## config.mk

```make
export PLATFORM = sky130hd
export DESIGN_NAME = ring_slide_injector_flat
export DESIGN_NICKNAME = d
export VERILOG_FILES = /design/src/rtl/ring_slide_injector_pkg.sv /design/src/rtl/ring_slide_injector_if.sv /design/src/rtl/ring_slide_injector_outreg.sv /design/src/rtl/ring_slide_injector.sv /design/src/flat_wrapper.sv
export SDC_FILE = /design/constraint.sdc
export NUM_CORES = 1
export LEC_CHECK = 0
export BUFFER_PORTS_ARGS = -buffer_cell sky130_fd_sc_hd__buf_2
export CORE_ASPECT_RATIO = 0.9
export CORE_MARGIN = 3
export CORE_UTILIZATION = 47
export DETAILED_ROUTE_END_ITERATION = 10
export PLACE_DENSITY_LB_ADDON = 0.05
export RECOVER_POWER = 50
export SLEW_MARGIN = 20
export SYNTH_ARGS = -nofsm -noshare
export SYNTH_HDL_FRONTEND = slang
export SYNTH_SLANG_ARGS = --single-unit
```

## constraint.sdc

```tcl
create_clock -name clk_i -period 2.81 [get_ports clk_i]
set_input_delay 0.4215 -clock clk_i [delete_from_list [all_inputs] [get_ports clk_i]]
set_output_delay 0.4215 -clock clk_i [all_outputs]
set_load 0.005 [all_outputs]
```

## src/rtl/ring_slide_injector_pkg.sv

```systemverilog
// Shared types for the ring slide injector and the cluster ring router.
//   elen_t         : one vector element word
//   id_cluster_t   : cluster ID
//   num_cluster_t  : log2 of the active cluster count
//   ring_cmd_t     : slide/reduction command {stride, dir_up, nwords}
//   remote_data_t  : ring payload {data, src_cluster, dst_cluster}
//   ring_dst_cluster() : destination cluster arithmetic (modulo cluster count)
package ring_slide_injector_pkg;

  localparam int unsigned ELEN         = 64;
  localparam int unsigned IdWidth      = 4;
  localparam int unsigned RingCntWidth = 16;

  typedef logic [ELEN-1:0]    elen_t;
  typedef logic [IdWidth-1:0] id_cluster_t;
  typedef logic [2:0]         num_cluster_t;

  typedef struct packed {
    id_cluster_t             stride;
    logic                    dir_up;
    logic [RingCntWidth-1:0] nwords;
  } ring_cmd_t;

  typedef struct packed {
    elen_t       data;
    id_cluster_t src_cluster;
    id_cluster_t dst_cluster;
  } remote_data_t;

  typedef enum logic [1:0] {
    ST_IDLE,
    ST_RUN,
    ST_DRAIN
  } inj_state_e;

  // Low log2n bits set. Computed one bit wider so log2n == IdWidth
  // yields an all-ones mask instead of zero.
  function automatic id_cluster_t cluster_mask(input num_cluster_t log2n);
    logic [IdWidth:0] m;
    m = ((IdWidth+1)'(1) << log2n) - (IdWidth+1)'(1);
    return m[IdWidth-1:0];
  endfunction

  // Arithmetic wraps in id_cluster_t width, then the mask reduces it
  // modulo the active cluster count.
  function automatic id_cluster_t ring_dst_cluster(input id_cluster_t  id,
                                                   input id_cluster_t  stride,
                                                   input logic         dir_up,
                                                   input num_cluster_t log2n);
    id_cluster_t sum;
    sum = dir_up ? id + stride : id - stride;
    return sum & cluster_mask(log2n);
  endfunction

endpackage

```

## src/rtl/ring_slide_injector_if.sv

```systemverilog
// Handshake bundle of the ring slide injector.
//   cmd/cmd_valid/cmd_ready    : command channel (injector is sink)
//   data/data_valid/data_ready : word stream from the slide unit
//   ring/ring_valid/ring_ready : tagged words toward the router
//   loc/loc_valid/loc_ready    : local-bypass words
//   done, busy                 : status
// slave = injector side, master = environment side.
interface ring_slide_injector_if;
  import ring_slide_injector_pkg::*;

  ring_cmd_t    cmd;
  logic         cmd_valid;
  logic         cmd_ready;
  elen_t        data;
  logic         data_valid;
  logic         data_ready;
  remote_data_t ring;
  logic         ring_valid;
  logic         ring_ready;
  elen_t        loc;
  logic         loc_valid;
  logic         loc_ready;
  logic         done;
  logic         busy;

  modport slave (
    input  cmd, cmd_valid, data, data_valid, ring_ready, loc_ready,
    output cmd_ready, data_ready, ring, ring_valid, loc, loc_valid, done, busy
  );

  modport master (
    output cmd, cmd_valid, data, data_valid, ring_ready, loc_ready,
    input  cmd_ready, data_ready, ring, ring_valid, loc, loc_valid, done, busy
  );

endinterface

```

## src/rtl/ring_slide_injector_outreg.sv

```systemverilog
// One-entry output register with valid/ready handshake, steered to either
// the ring or the local-bypass port.
//   clk_i, rst_i       : clock, synchronous active-high reset
//   in_valid/in_ready  : load side; in_ready also true when the held word
//                        leaves in the same cycle (full throughput)
//   in_data, in_local  : word and its steering flag
//   out_data           : held word
//   ring_valid/ready   : ring-side handshake
//   loc_valid/ready    : local-side handshake
//   out_fire           : held word accepted this cycle
module ring_inj_outreg
  import ring_slide_injector_pkg::*;
(
  input  logic         clk_i,
  input  logic         rst_i,
  input  logic         in_valid,
  output logic         in_ready,
  input  remote_data_t in_data,
  input  logic         in_local,
  output remote_data_t out_data,
  output logic         ring_valid,
  input  logic         ring_ready,
  output logic         loc_valid,
  input  logic         loc_ready,
  output logic         out_fire
);

  logic         full;
  logic         is_local;
  remote_data_t q;
  logic         sel_ready;

  assign sel_ready  = is_local ? loc_ready : ring_ready;
  assign out_fire   = full & sel_ready;
  assign in_ready   = ~full | sel_ready;
  assign ring_valid = full & ~is_local;
  assign loc_valid  = full & is_local;
  assign out_data   = q;

  always_ff @(posedge clk_i) begin
    if (rst_i) begin
      full     <= 1'b0;
      is_local <= 1'b0;
      q        <= '0;
    end else if (in_valid & in_ready) begin
      full     <= 1'b1;
      is_local <= in_local;
      q        <= in_data;
    end else if (out_fire) begin
      full     <= 1'b0;
    end
  end

endmodule

```

## src/rtl/ring_slide_injector.sv

```systemverilog
// Injection stage upstream of the cluster ring router's SLDU port.
// Takes one command, then nwords ELEN words; tags each with src/dst
// cluster and emits it on the ring, or on the local-bypass port when the
// destination is this cluster.
//   clk_i, rst_i    : clock, synchronous active-high reset
//   cluster_id_i    : this cluster's ID (sampled at command accept)
//   num_clusters_i  : log2 active cluster count (sampled at command accept)
//   bus (slave)     : cmd / data / ring / loc handshakes, done, busy
//   stall_cnt_o, word_cnt_o : saturating ring stall / ring word counters,
//                     present only when RING_INJ_PERF_EN is defined
module ring_slide_injector
  import ring_slide_injector_pkg::*;
#(
  parameter int unsigned CntWidth = 16
) (
  input  logic                  clk_i,
  input  logic                  rst_i,
  input  id_cluster_t           cluster_id_i,
  input  num_cluster_t          num_clusters_i,
  ring_slide_injector_if.slave  bus
`ifdef RING_INJ_PERF_EN
  ,
  output logic [31:0]           stall_cnt_o,
  output logic [31:0]           word_cnt_o
`endif
);

  localparam int unsigned DataWidth = $bits(elen_t);

  inj_state_e           state;
  logic [CntWidth-1:0]  cnt;
  id_cluster_t          src_q, dst_q;
  logic                 local_q;
  logic                 done_q, busy_q, cmd_ready_q;

  logic                 cmd_fire, word_fire, last_word;
  id_cluster_t          cmd_dst;
  logic                 cmd_local;
  logic [DataWidth-1:0] word_d;

  remote_data_t         oreg_in, oreg_q;
  logic                 oreg_in_ready, oreg_out_fire;

  assign cmd_fire  = bus.cmd_valid & cmd_ready_q;
  assign cmd_dst   = ring_dst_cluster(cluster_id_i, bus.cmd.stride,
                                      bus.cmd.dir_up, num_clusters_i);
  // Compare against the in-range ID so that stride == 0 mod N is always
  // local, even if cluster_id_i carries bits above the active range.
  assign cmd_local = (cmd_dst == (cluster_id_i & cluster_mask(num_clusters_i)));

  assign bus.data_ready = (state == ST_RUN) & oreg_in_ready;
  assign word_fire      = bus.data_valid & bus.data_ready;
  assign last_word      = (cnt == CntWidth'(1));

  assign word_d  = bus.data;
  assign oreg_in = '{data: word_d, src_cluster: src_q, dst_cluster: dst_q};

  ring_inj_outreg u_outreg (
    .clk_i      (clk_i),
    .rst_i      (rst_i),
    .in_valid   (word_fire),
    .in_ready   (oreg_in_ready),
    .in_data    (oreg_in),
    .in_local   (local_q),
    .out_data   (oreg_q),
    .ring_valid (bus.ring_valid),
    .ring_ready (bus.ring_ready),
    .loc_valid  (bus.loc_valid),
    .loc_ready  (bus.loc_ready),
    .out_fire   (oreg_out_fire)
  );

  assign bus.ring      = oreg_q;
  assign bus.loc       = oreg_q.data;
  assign bus.cmd_ready = cmd_ready_q;
  assign bus.done      = done_q;
  assign bus.busy      = busy_q;

  always_ff @(posedge clk_i) begin
    if (rst_i) begin
      state       <= ST_IDLE;
      cnt         <= '0;
      src_q       <= '0;
      dst_q       <= '0;
      local_q     <= 1'b0;
      done_q      <= 1'b0;
      busy_q      <= 1'b0;
      cmd_ready_q <= 1'b1;
    end else begin
      done_q <= 1'b0;
      case (state)
        ST_IDLE: begin
          if (cmd_fire) begin
            if (bus.cmd.nwords == '0) begin
              // Empty command: acknowledge immediately, no data phase.
              done_q <= 1'b1;
            end else begin
              cnt         <= CntWidth'(bus.cmd.nwords);
              src_q       <= cluster_id_i;
              dst_q       <= cmd_dst;
              local_q     <= cmd_local;
              state       <= ST_RUN;
              busy_q      <= 1'b1;
              cmd_ready_q <= 1'b0;
            end
          end
        end
        ST_RUN: begin
          if (word_fire) begin
            cnt <= cnt - CntWidth'(1);
            if (last_word) state <= ST_DRAIN;
          end
        end
        ST_DRAIN: begin
          // Register is always full on entry; finish once it drains.
          if (oreg_out_fire) begin
            done_q      <= 1'b1;
            state       <= ST_IDLE;
            busy_q      <= 1'b0;
            cmd_ready_q <= 1'b1;
          end
        end
        default: begin
          state       <= ST_IDLE;
          busy_q      <= 1'b0;
          cmd_ready_q <= 1'b1;
        end
      endcase
    end
  end

`ifdef RING_INJ_PERF_EN
  always_ff @(posedge clk_i) begin
    if (rst_i) begin
      stall_cnt_o <= '0;
      word_cnt_o  <= '0;
    end else begin
      if (bus.ring_valid & ~bus.ring_ready & (stall_cnt_o != '1))
        stall_cnt_o <= stall_cnt_o + 32'd1;
      if (bus.ring_valid & bus.ring_ready & (word_cnt_o != '1))
        word_cnt_o <= word_cnt_o + 32'd1;
    end
  end
`endif

endmodule

```

## src/flat_wrapper.sv

```systemverilog
// flat-port wrapper written by rule: the top's interface ports become plain ports
module ring_slide_injector_flat import ring_slide_injector_pkg::*;
#(
  parameter int unsigned CntWidth = 16
)
  (clk_i, rst_i, cluster_id_i, num_clusters_i, bus_cmd, bus_cmd_valid, bus_data, bus_data_valid, bus_ring_ready, bus_loc_ready, bus_cmd_ready, bus_data_ready, bus_ring, bus_ring_valid, bus_loc, bus_loc_valid, bus_done, bus_busy);
  ring_slide_injector_if bus_i ();
  input  logic clk_i;
  input  logic rst_i;
  input  id_cluster_t cluster_id_i;
  input  num_cluster_t num_clusters_i;
  input wire logic [$bits(bus_i.cmd)-1:0] bus_cmd;
  input wire logic [$bits(bus_i.cmd_valid)-1:0] bus_cmd_valid;
  input wire logic [$bits(bus_i.data)-1:0] bus_data;
  input wire logic [$bits(bus_i.data_valid)-1:0] bus_data_valid;
  input wire logic [$bits(bus_i.ring_ready)-1:0] bus_ring_ready;
  input wire logic [$bits(bus_i.loc_ready)-1:0] bus_loc_ready;
  output wire logic [$bits(bus_i.cmd_ready)-1:0] bus_cmd_ready;
  output wire logic [$bits(bus_i.data_ready)-1:0] bus_data_ready;
  output wire logic [$bits(bus_i.ring)-1:0] bus_ring;
  output wire logic [$bits(bus_i.ring_valid)-1:0] bus_ring_valid;
  output wire logic [$bits(bus_i.loc)-1:0] bus_loc;
  output wire logic [$bits(bus_i.loc_valid)-1:0] bus_loc_valid;
  output wire logic [$bits(bus_i.done)-1:0] bus_done;
  output wire logic [$bits(bus_i.busy)-1:0] bus_busy;
  assign bus_i.cmd = bus_cmd;
  assign bus_i.cmd_valid = bus_cmd_valid;
  assign bus_i.data = bus_data;
  assign bus_i.data_valid = bus_data_valid;
  assign bus_i.ring_ready = bus_ring_ready;
  assign bus_i.loc_ready = bus_loc_ready;
  assign bus_cmd_ready = bus_i.cmd_ready;
  assign bus_data_ready = bus_i.data_ready;
  assign bus_ring = bus_i.ring;
  assign bus_ring_valid = bus_i.ring_valid;
  assign bus_loc = bus_i.loc;
  assign bus_loc_valid = bus_i.loc_valid;
  assign bus_done = bus_i.done;
  assign bus_busy = bus_i.busy;
  ring_slide_injector #(.CntWidth(CntWidth)) u_core (.clk_i(clk_i), .rst_i(rst_i), .cluster_id_i(cluster_id_i), .num_clusters_i(num_clusters_i), .bus(bus_i));
endmodule
```

==> summary.txt, run 1 <==
CTS
  • Clock Sinks: 104
  • Post_cts resized: 0
  • H-tree Lvls: 3
  • CTS Buffer Depth: 2
  • CTS clk-pin slew, worst paths: 0.07 ns
  • Clk Latency, worst-skew pair: 0.34 ns
  • Setup Fix Bufs, Post-CTS: 0
  • CTS tree: yes
  • Root Buffer: clkbuf_16
  • Post-CTS Hold Buffers: 0
  • Total CTS buffers: 9

Power
  • Power per Cell Area: 610 mW/mm^2
  • Maximum VDD drop: 429 uV
  • Pleak: 0.00264 uW

Cells and area
  • Finished Cell Area: 0.00606 sq mm
  • # diodes: 0
  • Fill cell count: 1,012
  • Layout cells sized above 1: 28.0%
  • Area grow syn2layout: 22.1%
  • Nets: 898

Floorplanning
  • Die span in y: 103 microns
  • Starting Density: 49.6%
  • Core area: 0.0100 sq mm
  • Cell row count: 34
  • Die Wd: 114 microns
  • Boundary Pins: 240
  • Die area: 0.0118 sq mm

Critical path
  • Slowest CP cell: xnor3_1
  • Crit-path cells: buf_2 > inv_1 > ha_1 > mux2_2 > ha_1 > a21o_1 > a21oi_1 > xnor3_1 > or3b_1 > a21oi_1
  • CP max FO: 3
  • Beginning of the critical path: bus_cmd[17]
  • Arrival time at the worst endpoint: 2.71 ns
  • Startpoint types: input port
  • CP required: 3.09 ns
  • WS Path Type: in -> reg
  • Max incr delay on CP: 0.41 ns
  • R2R Path Start: u_core.cnt[10]
  • Nature of the critical path endpoint: flop

Timing
  • RSZ-0062 raised after global routing: false
  • Setup TNS: 0 ns
  • Least-Margin Pin Slew: 0.577 ns
  • Fin crit share: 86.7%
  • Slew Limit Headroom: 61.5%
  • Final Setup Violations: 0
  • FMAX: 410 MHz
  • Max-slew violation count: 0
  • Setup Skew: 0.00852 ns
  • Hold slack: 0.313 ns
  • Final Hold Vio Count: 0
  • Period minus WS final: 2.44 ns

GRT
  • Largest net degree at the start of global routing: 56
  • First-pass GRT wire length: 19,500 microns
  • Initial antenna violation count: 0
  • Vias in the first global route: 4,181
  • Total GRT Usage: 20.2%
  • Total gr overflow: 0

Route
  • Via Count: 4,686
  • WL/cell: 13.8 microns
  • DRC Markers: 0
  • Drt first pass iters: 4
  • Vias/cell: 5.08
  • Initial DRC count: 212
  • Total Wirelength: 12,700 microns
  • Post-DRT Antenna Nets: 0

Yosys
  • XOR/XNOR share of the synthesized area: 2.32%
  • Area leader, netlist: dfxtp_1
  • Synth Cell Area: 0.00496 sq mm
  • Proportion of synthesized area in mux cells: 1.44%
  • Post-Synthesis Cells: 632
  • Largest family of logic cells by synthesized area: simple AND/OR/NAND/NOR gates
  • Simple-gate share of the synthesized area: 22.0%
  • Post-synthesis compound-gate area fraction: 16.9%
  • Synth top cells by count: nand2_1, a21oi_1, dfxtp_1, buf_4, clkbuf_1
  • Fraction of the mapped netlist area in adder cells: 2.17%
  • Synth top area share: 41.9%
  • Syn_nets: 738
  • Seq cells post-synth: 104
  • Yosys Warn Count: 0
  • FFs w/ async S/R, synth: 0%
  • Post-synth EDFFs: 0
  • Synth top area cells: dfxtp_1, nand2_1, a21oi_1
  • Most common cell in the netlist: nand2_1
  • Synth Flop Type: dfxtp_1
  • Synth Area per Inst: 7.85 sq um
  • Post-synthesis sequential area ratio: 41.9%
  • Netlist cell types: 49

Run status
  • Status: completed

Placed design
  • Post-DP Area: 0.00582 sq mm
  • Routability cong.: 0.832
  • I/O Buffers: 239
  • Hpwl dp: 9430 microns

Worst hold path
  • Worst Hold Class: in -> reg
  • Worst Hold Launch: bus_data[38]

Flow run
  • Max-cap violations: 0
-- area by class of cell --
cell class / count / area, sq um / share of cell area (%)
Timing Repair Buffer: 251 / 1240 / 20.4
Clock inverter: 6 / 75.1 / 1.24
Tap cell: 126 / 158 / 2.60
Multi-Input combinational cell: 418 / 2240 / 37.0
Sequential cell: 104 / 2080 / 34.4
Inverter: 8 / 30.0 / 0.495
Clock buffer: 10 / 239 / 3.94
-- stage by stage --
stage	instances	total power (uW)	setup slack (ns)	utilization [%]
after detailed placement	907	2430	0.00991	58.3
final	923	3700	0.374	60.6
after global placement	907	2420	0.105	58.3
after global routing	923	3890	0.233	60.6
after floorplan	632	2200	0.215	-
after CTS	923	3740	0.365	61.4
-- cell usage in the layout (no fill, tap or decap), drive strengths merged, types with 4 or more instances in the layout --
master,count
a21oi,105
a22oi,4
buf,189
clkbuf,72
dfxtp,104
ha,7
inv,10
mux2i,6
nand2,162
nand2b,7
nor2,25
nor3,13
nor3b,4
nor4,8
o21ai,12
o32ai,4
or2,5
or3,6
or4,4
xnor2,5
-- registers in the layout (all words and copies together) (netlist names) --
| signal | count |
|---|---|
| u_core.src_q | 4 |
| u_core.u_outreg.out_data | 72 |
| u_core.cnt | 16 |
| u_core.bus.busy | 1 |
| u_core.bus.cmd_ready | 1 |
| u_core.bus.done | 1 |
| u_core.local_q | 1 |
| u_core.u_outreg.is_local | 1 |
| u_core.state | 2 |
| u_core.dst_q | 4 |
| u_core.u_outreg.full | 1 |
-- report_power, final --
part	switching (uW)	total [uW]	internal [uW]
Sequential	82.1	1650	1570
Combinational	403	740	337
Clock	577	1310	728
Total	1060	3700	2630
-- cell families (layout without fill, tap and decap cells) --
group,Yosys count,in the layout
AND/OR/NAND/NOR,245,245
XOR/XNOR,10,10
AO/OA/AOI/OAI,148,148
adder cells (fa/ha/maj),8,8
buffers and inverters,110,275
flip-flops,104,104
multiplexers,7,7
-- worst max-delay path, delay by kind of cell --
family / cells / cell delay [ns]
xor gates and xnor gates: 1 / 0.41
AOI/OAI and AO/OA: 3 / 0.51
and+or+nand+nor: 1 / 0.37
adders and majority gates: 2 / 0.55
muxes: 1 / 0.30
buffers and inverters: 2 / 0.14
-- worst paths after layout --
path                                                endpoint  slack [ns]  depth (start not counted)
worst max register to register               u_core.state[0]        0.66                          5
worst min register to register   u_core.u_outreg.out_data[4]        0.45                          2
worst min-delay path            u_core.u_outreg.out_data[46]        0.31                          3
worst max-delay path                         u_core.dst_q[3]        0.37                         10
-- routing by layer --
layer	vias to the layer above	global-route usage (%)	share of wire, %
li1	2384	-	-
met1	2134	26.3	43
met2	158	34.7	49
met3	10	4.25	6.9
met4	0	4.84	0.78
met5	-	0	0
No activity file was read; power rests on OpenSTA's default activity.
==> run 2, diff against run 1 <==
--- a/config.mk
+++ b/config.mk
@@ -8,7 +8,7 @@
 export BUFFER_PORTS_ARGS = -buffer_cell sky130_fd_sc_hd__buf_2
 export CORE_ASPECT_RATIO = 0.9
 export CORE_MARGIN = 3
-export CORE_UTILIZATION = 47
+export CORE_UTILIZATION = 50
 export DETAILED_ROUTE_END_ITERATION = 10
 export PLACE_DENSITY_LB_ADDON = 0.05
 export RECOVER_POWER = 50
==> constraint.sdc (replaced) <==
create_clock -name clk_i -period 3.15 [get_ports clk_i]
set_input_delay 0.4725 -clock clk_i [delete_from_list [all_inputs] [get_ports clk_i]]
set_output_delay 0.4725 -clock clk_i [all_outputs]
set_load 0.005 [all_outputs]
==> run 2 against run 1 <==
Net effect:
- setup slack gained 0.28 ns
- global-route usage grew 1.5 points
- sequential share of layout area grew 0.72 points
- routed wire length grew 1.4%
- core utilization grew 2.7 points
- clock skew grew 0.0073 ns
- register-to-register slack gained 0.31 ns
- critical endpoint unchanged
- power shrank 20%
- critical path type unchanged
- cell count shrank 0.65%
- flip-flop and latch count is the same
==> summary.txt, run 2 (synthesized netlist as in run 1, its figures left out) <==
Route
  • Vias/cell: 5.13 (+1.1%)
  • Post-DRT Antenna Nets: 0 (unchanged)
  • Via Count: 4,707 (+0.45%)
  • Drt first pass iters: 4 (unchanged)
  • WL/cell: 14.1 microns (+2.1%)
  • Initial DRC count: 248 (+17%)
  • Total Wirelength: 12,900 microns (+1.4%)
  • DRC Markers: 0 (unchanged)

Critical path
  • Flop2flop setup slack: 0.97 ns (+0.31 ns)
  • WS Path Type: in -> reg
  • R2R cell count: 5 (unchanged)
  • R2R Path Start: u_core.cnt[10]
  • Beginning of the critical path: bus_cmd[17]
  • CP required: 3.45 ns (+0.36 ns)
  • Startpoint types: input port
  • Arrival time at the worst endpoint: 2.80 ns (+0.09 ns)
  • CP max FO: 3 (unchanged)
  • Nature of the critical path endpoint: flop

Cells and area
  • Commonest non-fill, non-tap cell in the layout: buf_2
  • # diodes: 0 (unchanged)
  • Seq. cell area: 0.00208 sq mm (unchanged)
  • Max reg flops: 72 (unchanged)
  • Nets: 896 (-0.22%)
  • Finished Layout Cells: 917 (-0.65%)
  • Fill cell count: 902 (-11%)
  • Layout cells sized above 1: 29.7% (+1.7 points)
  • Commonest non-fill, non-tap cells in the layout: buf_2, nand2_1, a21oi_1
  • Area grow syn2layout: 19.6%
  • Multi-input gate area in the final layout: 0.00224 sq mm (unchanged)

Flow run
  • Max-cap violations: 0 (unchanged)

Power
  • Pleak: 0.00263 uW (-0.37%)
  • Power per Cell Area: 499 mW/mm^2 (-18%)
  • Maximum VDD drop: 276 uV (-36%)

Placed design
  • Placed Instances: 901 (-0.66%)
  • Routability cong.: 0.843 (+1.3%)
  • Hpwl dp: 9400 microns (-0.31%)
  • I/O Buffers: 239 (unchanged)

Timing
  • Final Hold Vio Count: 0 (unchanged)
  • Fin crit share: 79.2%
  • Max-slew violation count: 0 (unchanged)
  • Setup TNS: 0 ns (unchanged)
  • Least-Margin Pin Slew: 0.744 ns (+0.167 ns)
  • Setup Skew: 0.0158 ns (+0.00731 ns)
  • Final Setup Violations: 0 (unchanged)
  • RSZ-0062 raised after global routing: false
  • Slew Limit Headroom: 50.4% (-11 points)
  • Period minus WS final: 2.50 ns
  • FMAX: 401 MHz

CTS
  • Post-CTS Hold Buffers: 0 (unchanged)
  • Root Buffer: clkbuf_8
  • CTS clk-pin slew, worst paths: 0.11 ns (+0.04 ns)
  • CTS Buffer Depth: 2 (unchanged)
  • Clk Latency, worst-skew pair: 0.37 ns (+0.03 ns)
  • Clock Sinks: 104 (unchanged)
  • H-tree Lvls: 3 (unchanged)
  • CTS tree: yes
  • Total CTS buffers: 9 (unchanged)
  • Setup Fix Bufs, Post-CTS: 0 (unchanged)
  • Post_cts resized: 0 (unchanged)

Floorplanning
  • Boundary Pins: 240 (unchanged)
  • Die area: 0.0112 sq mm (-5.7%)
  • Die Wd: 111 microns (-2.9%)
  • Cell row count: 33 (-2.9%)
  • Core area: 0.00937 sq mm (-6.2%)
  • Die span in y: 101 microns (-2.9%)
  • Starting Density: 53.0% (+3.3 points)

Worst hold path
  • Worst Hold Class: in -> reg
  • Hold Path Stages: 3 (unchanged)
  • Worst Hold Launch: bus_data[51]

GRT
  • Total GRT Usage: 21.7% (+1.5 points)
  • Total gr overflow: 0 (unchanged)
  • Largest net degree at the start of global routing: 74 (+32%)
  • First-pass GRT wire length: 20,300 microns (+4.1%)
  • Vias in the first global route: 4,232 (+1.2%)
  • Initial antenna violation count: 0 (unchanged)

Run status
  • Status: completed
[run 2: cell types whose count changed in the layout (fill, tap and decap cells not counted), sizes merged]
cell	previous run	this run
inv	10	12
clkinvlp	1	2
buf	189	204
clkbuf	72	54
bufinv	1	0
clkinv	2	1
[run 2: final timing paths]
kind	end
worst max register to register	u_core.state[0]
worst min-delay path	u_core.u_outreg.out_data[59]
worst max-delay path	u_core.dst_q[3]
worst min register to register	u_core.u_outreg.out_data[2]
[run 2: area by class of cell]
type	count	share of cell area (%)
repair buffers	249	20.7
flip-flops and latches	104	35.1
well taps	122	2.57
clock buffers	9	2.09
inverters	8	0.506
clock inverters	7	1.33
multi-input cells	418	37.8
[run 2: worst max-delay path, stage by stage]
cell	delay, ns
buf_2	0.12
inv_1	0.05
ha_1	0.27
mux2_2	0.29
ha_1	0.28
a21o_1	0.17
a21oi_1	0.22
xnor3_1	0.41
or3b_1	0.38
a21oi_1	0.14
[run 2: per-layer routing]
layer | GRT usage [%] | vias up | part of all wire [%] | wire (microns)
met5 | 0 | - | 0 | 0
met4 | 5.80 | 0 | 1.4 | 176
met3 | 4.86 | 18 | 6.9 | 895
met2 | 37.1 | 171 | 48 | 6230
met1 | 28.1 | 2144 | 43 | 5600
li1 | - | 2374 | - | -
[run 2: report_power, final]
part           total (uW)  switching (uW)  internal [uW]
clock                 832             514            319
combinational         660             363            298
sequential           1470            73.3           1400
total                2960             950           2010
[run 2: stage by stage]
step	cell area [sq um]	hold WS [ns]	total power, uW	util (%)	setup WS, ns
4_1_cts	5990	0.313	3000	64.0	0.655
5_1_grt	5940	0.301	3130	63.3	0.541
6_report	5940	0.322	2960	63.3	0.654
2_1_floorplan	4960	0.432	1960	-	0.504
3_3_place_gp	5790	0.435	2150	61.8	0.338
3_5_place_dp	5790	0.443	2170	61.8	0.269
==> run 3, diff against run 2 <==
--- a/config.mk
+++ b/config.mk
@@ -5,10 +5,11 @@
 export SDC_FILE = /design/constraint.sdc
 export NUM_CORES = 1
 export LEC_CHECK = 0
+export ABC_AREA = 1
 export BUFFER_PORTS_ARGS = -buffer_cell sky130_fd_sc_hd__buf_2
 export CORE_ASPECT_RATIO = 0.9
 export CORE_MARGIN = 3
-export CORE_UTILIZATION = 50
+export CORE_UTILIZATION = 43
 export DETAILED_ROUTE_END_ITERATION = 10
 export PLACE_DENSITY_LB_ADDON = 0.05
 export RECOVER_POWER = 50
==> constraint.sdc (replaced) <==
create_clock -name clk_i -period 2.02 [get_ports clk_i]
set_input_delay 0.303 -clock clk_i [delete_from_list [all_inputs] [get_ports clk_i]]
set_output_delay 0.303 -clock clk_i [all_outputs]
set_load 0.005 [all_outputs]
==> run 3 against run 2 <==
Net effect:
- clock power rose by 110%
- critical path depth rose by 4
- core utilization shrank 9.2 points
- die area grew 23%
- flip-flop and latch count unchanged
- combinational power rose to 3.3 times the previous value
- non-clock buffer count is 1 higher
- global-route usage shrank 1.0 points
- critical endpoint is now u_core.local_q
- largest power group unchanged
==> summary.txt, run 3 <==
Run status
  • Status: completed

Yosys
  • Synth top cells by count: nand2_1, nand3_1, dfxtp_1, a21oi_1, buf_4
  • Most common cell in the netlist: nand2_1
  • Yosys Warn Count: 0 (unchanged)
  • Synth Cell Area: 0.00530 sq mm (+6.8%)
  • Post-synthesis sequential area ratio: 39.3% (-2.7 points)
  • Area leader, netlist: dfxtp_1
  • Synth Area per Inst: 7.19 sq um (-8.4%)
  • Synth top area cells: dfxtp_1, nand2_1, nand3_1
  • Synth top area share: 39.3% (-2.7 points)
  • Post-synth EDFFs: 0 (unchanged)
  • Seq cells post-synth: 104 (unchanged)
  • Post-Synthesis Cells: 737 (+17%)
  • Syn_nets: 843 (+14%)
  • Netlist cell types: 33 (-33%)
  • Synth Flop Type: dfxtp_1
  • FFs w/ async S/R, synth: 0% (unchanged)

Cells and area
  • Layout cells sized above 1: 26.2% (-3.5 points)
  • Commonest non-fill, non-tap cells in the layout: buf_2, nand2_1, nand3_1
  • Nets: 1,001 (+12%)
  • Commonest non-fill, non-tap cell in the layout: buf_2
  • # diodes: 0 (unchanged)
  • Area grow syn2layout: 19.5% (about the same)
  • Max reg flops: 72 (unchanged)

GRT
  • First-pass GRT wire length: 23,100 microns (+14%)
  • Vias in the first global route: 4,682 (+11%)
  • Total GRT Usage: 20.7% (-1.0 points)
  • Total gr overflow: 0 (unchanged)
  • Largest net degree at the start of global routing: 84 (+14%)
  • Initial antenna violation count: 0 (unchanged)

Critical path
  • Nature of the critical path endpoint: flop
  • Startpoint types: input port
  • Arrival time at the worst endpoint: 2.12 ns (-0.68 ns)
  • Max incr delay on CP: 0.55 ns (+0.14 ns)
  • CP max FO: 3 (unchanged)
  • CP required: 2.28 ns (-1.17 ns)
  • WS Path Type: in -> reg
  • Slowest CP cell: fa_1
  • Crit-path cells: buf_2 > inv_1 > ha_1 > nand2_1 > o21ai_0 > fa_1 > nand2_1 > nand2_1 > nor2_1 > a21oi_1 > nand3_1 > nor2_1 > nand3_1 > a21oi_1
  • Most frequent CP cell: nand2_1

Route
  • Via Count: 5,181 (+10%)
  • Vias/cell: 4.91 (-4.4%)
  • WL/cell: 14.2 microns (+0.73%)
  • Post-DRT Antenna Nets: 0 (unchanged)
  • Initial DRC count: 251 (+1.2%)
  • DRC Markers: 0 (unchanged)
  • Drt first pass iters: 5 (+1)
  • Total Wirelength: 15,000 microns (+16%)

CTS
  • Setup Fix Bufs, Post-CTS: 0 (unchanged)
  • Clk Latency, worst-skew pair: 0.35 ns (-0.02 ns)
  • CTS Buffer Depth: 2 (unchanged)
  • Total CTS buffers: 9 (unchanged)
  • Root Buffer: clkbuf_16
  • H-tree Lvls: 3 (unchanged)
  • Clock Sinks: 104 (unchanged)
  • CTS clk-pin slew, worst paths: 0.08 ns (-0.03 ns)
  • Post-CTS Hold Buffers: 0 (unchanged)
  • Post_cts resized: 0 (unchanged)
  • CTS tree: yes

Power
  • Pleak: 0.00298 uW (+13%)
  • Maximum VDD drop: 522 uV (+89%)
  • NetSw: 2370 uW (+150%)
  • Sw Ratio: 36.6% (+4.5 points)
  • Clk pwr share: 27.5% (-0.6 points)
  • Internal power: 4100 uW (+100%)
  • Reg power frac: 39.3% (-10 points)
  • Power per Cell Area: 1020 mW/mm^2 (+100%)
  • Comb power frac: 33.2% (+11 points)

Timing
  • Fin worst setup slack: 0.163 ns (-0.491 ns)
  • Hold slack: 0.217 ns (-0.106 ns)
  • FMAX: 539 MHz
  • Final Hold Vio Count: 0 (unchanged)
  • Max-slew violation count: 0 (unchanged)
  • RSZ-0062 raised after global routing: false
  • Period minus WS final: 1.86 ns
  • Slew Limit Headroom: 40.7% (-9.7 points)
  • Setup Skew: 0.0124 ns (-0.00344 ns)
  • Least-Margin Pin Slew: 0.889 ns (+0.145 ns)
  • Fin crit share: 91.9%
  • Final Setup Violations: 0 (unchanged)

Flow run
  • Max-cap violations: 0 (unchanged)

Floorplanning
  • Die Wd: 123 microns (+11%)
  • Die span in y: 111 microns (+11%)
  • Boundary Pins: 240 (unchanged)
  • Die area: 0.0137 sq mm (+23%)
  • Core area: 0.0117 sq mm (+25%)
  • Starting Density: 45.3% (-7.7 points)
  • Cell row count: 37 (+12%)

Placed design
  • I/O Buffers: 239 (unchanged)
  • Pre-CTS setup slack: -0.230 ns (-0.499 ns)
  • Hpwl dp: 10,900 microns (+16%)
  • Routability cong.: 0.850 (+0.81%)

Worst hold path
  • Worst Hold Class: in -> reg
[run 3: cell types whose count changed after synthesis, moves of 10 or more]
cell      before  now
nand3_1        3  108
nor2_1        25   57
a21oi_1      105   94
nor3_1        12    2
inv_1          8   40
buf_6          0   11
clkbuf_1      36   12
o21ai_0       11   22
[run 3: final timing paths]
| path | endpoint | from | cells after the start | slack (ns) |
|---|---|---|---|---|
| setup / recovery | u_core.local_q | bus_cmd[17] | 14 | 0.16 |
| hold / removal | u_core.u_outreg.out_data[39] | bus_data[31] | 3 | 0.22 |
| setup reg to reg | u_core.cnt[12] | u_core.cnt[0] | 9 | 0.28 |
| hold reg to reg | u_core.bus.busy | u_core.bus.busy | 2 | 0.47 |
[run 3: final cells by class]
| class | instances | area, sq um |
|---|---|---|
| Timing Repair Buffer | 250 | 1260 |
| Multi-Input combinational cell | 485 | 2330 |
| Fill cell | 1233 | 5380 |
| Tap cell | 156 | 195 |
| Sequential cell | 104 | 2080 |
| Clock buffer | 9 | 225 |
| Clock inverter | 7 | 76.3 |
| Inverter | 45 | 169 |
[run 3: worst max-delay path, delay by kind of cell]
family	cells	cell delay [ns]
fa+ha+maj	2	0.83
compound gates	3	0.36
buf+inv	2	0.14
simple gates	7	0.49
[run 3: per-layer routing]
metal	vias to the layer above	GRT usage [%]	wire length (microns)
li1	2651	-	-
met3	9	5.10	1150
met4	0	3.32	75
met2	166	36.8	7430
met1	2355	25.6	6320
met5	-	0	0
[run 3: power by group through the flow]
| stage | Combinational [uW] | Sequential [uW] | Clock (uW) |
|---|---|---|---|
| 2_1_floorplan | 1690 | 2550 | 0 |
| 3_3_place_gp | 2150 | 2570 | 0 |
| 3_5_place_dp | 2170 | 2580 | 0 |
| 4_1_cts | 2180 | 2540 | 1830 |
| 5_1_grt | 2450 | 2580 | 1910 |
| 6_report | 2150 | 2540 | 1780 |
[run 3: logic make-up after synthesis]
kind of cell / Yosys count / share of synthesized area (%)
flops: 104 / 39.3
xor+xnor: 10 / 1.65
mux: 1 / 0.189
compound gates: 125 / 12.2
buf+inv: 148 / 16.8
fa+ha+maj: 8 / 2.03
simple gates: 341 / 27.9
[run 3: through the flow]
| stage | area [sq um] | utilization (%) | total power, uW | setup TNS (ns) | std cells |
|---|---|---|---|---|---|
| final | 6330 | 54.1 | 6470 | 0 | 1056 |
| after global routing | 6330 | 54.1 | 6940 | 0 | 1056 |
| after CTS | 6390 | 54.6 | 6540 | 0 | 1056 |
| after detailed placement | 6090 | 52.0 | 4750 | -0.230 | 1040 |
| after global placement | 6090 | 52.0 | 4720 | -0.161 | 1040 |
| after floorplan | 5300 | - | 4230 | 0 | 737 |
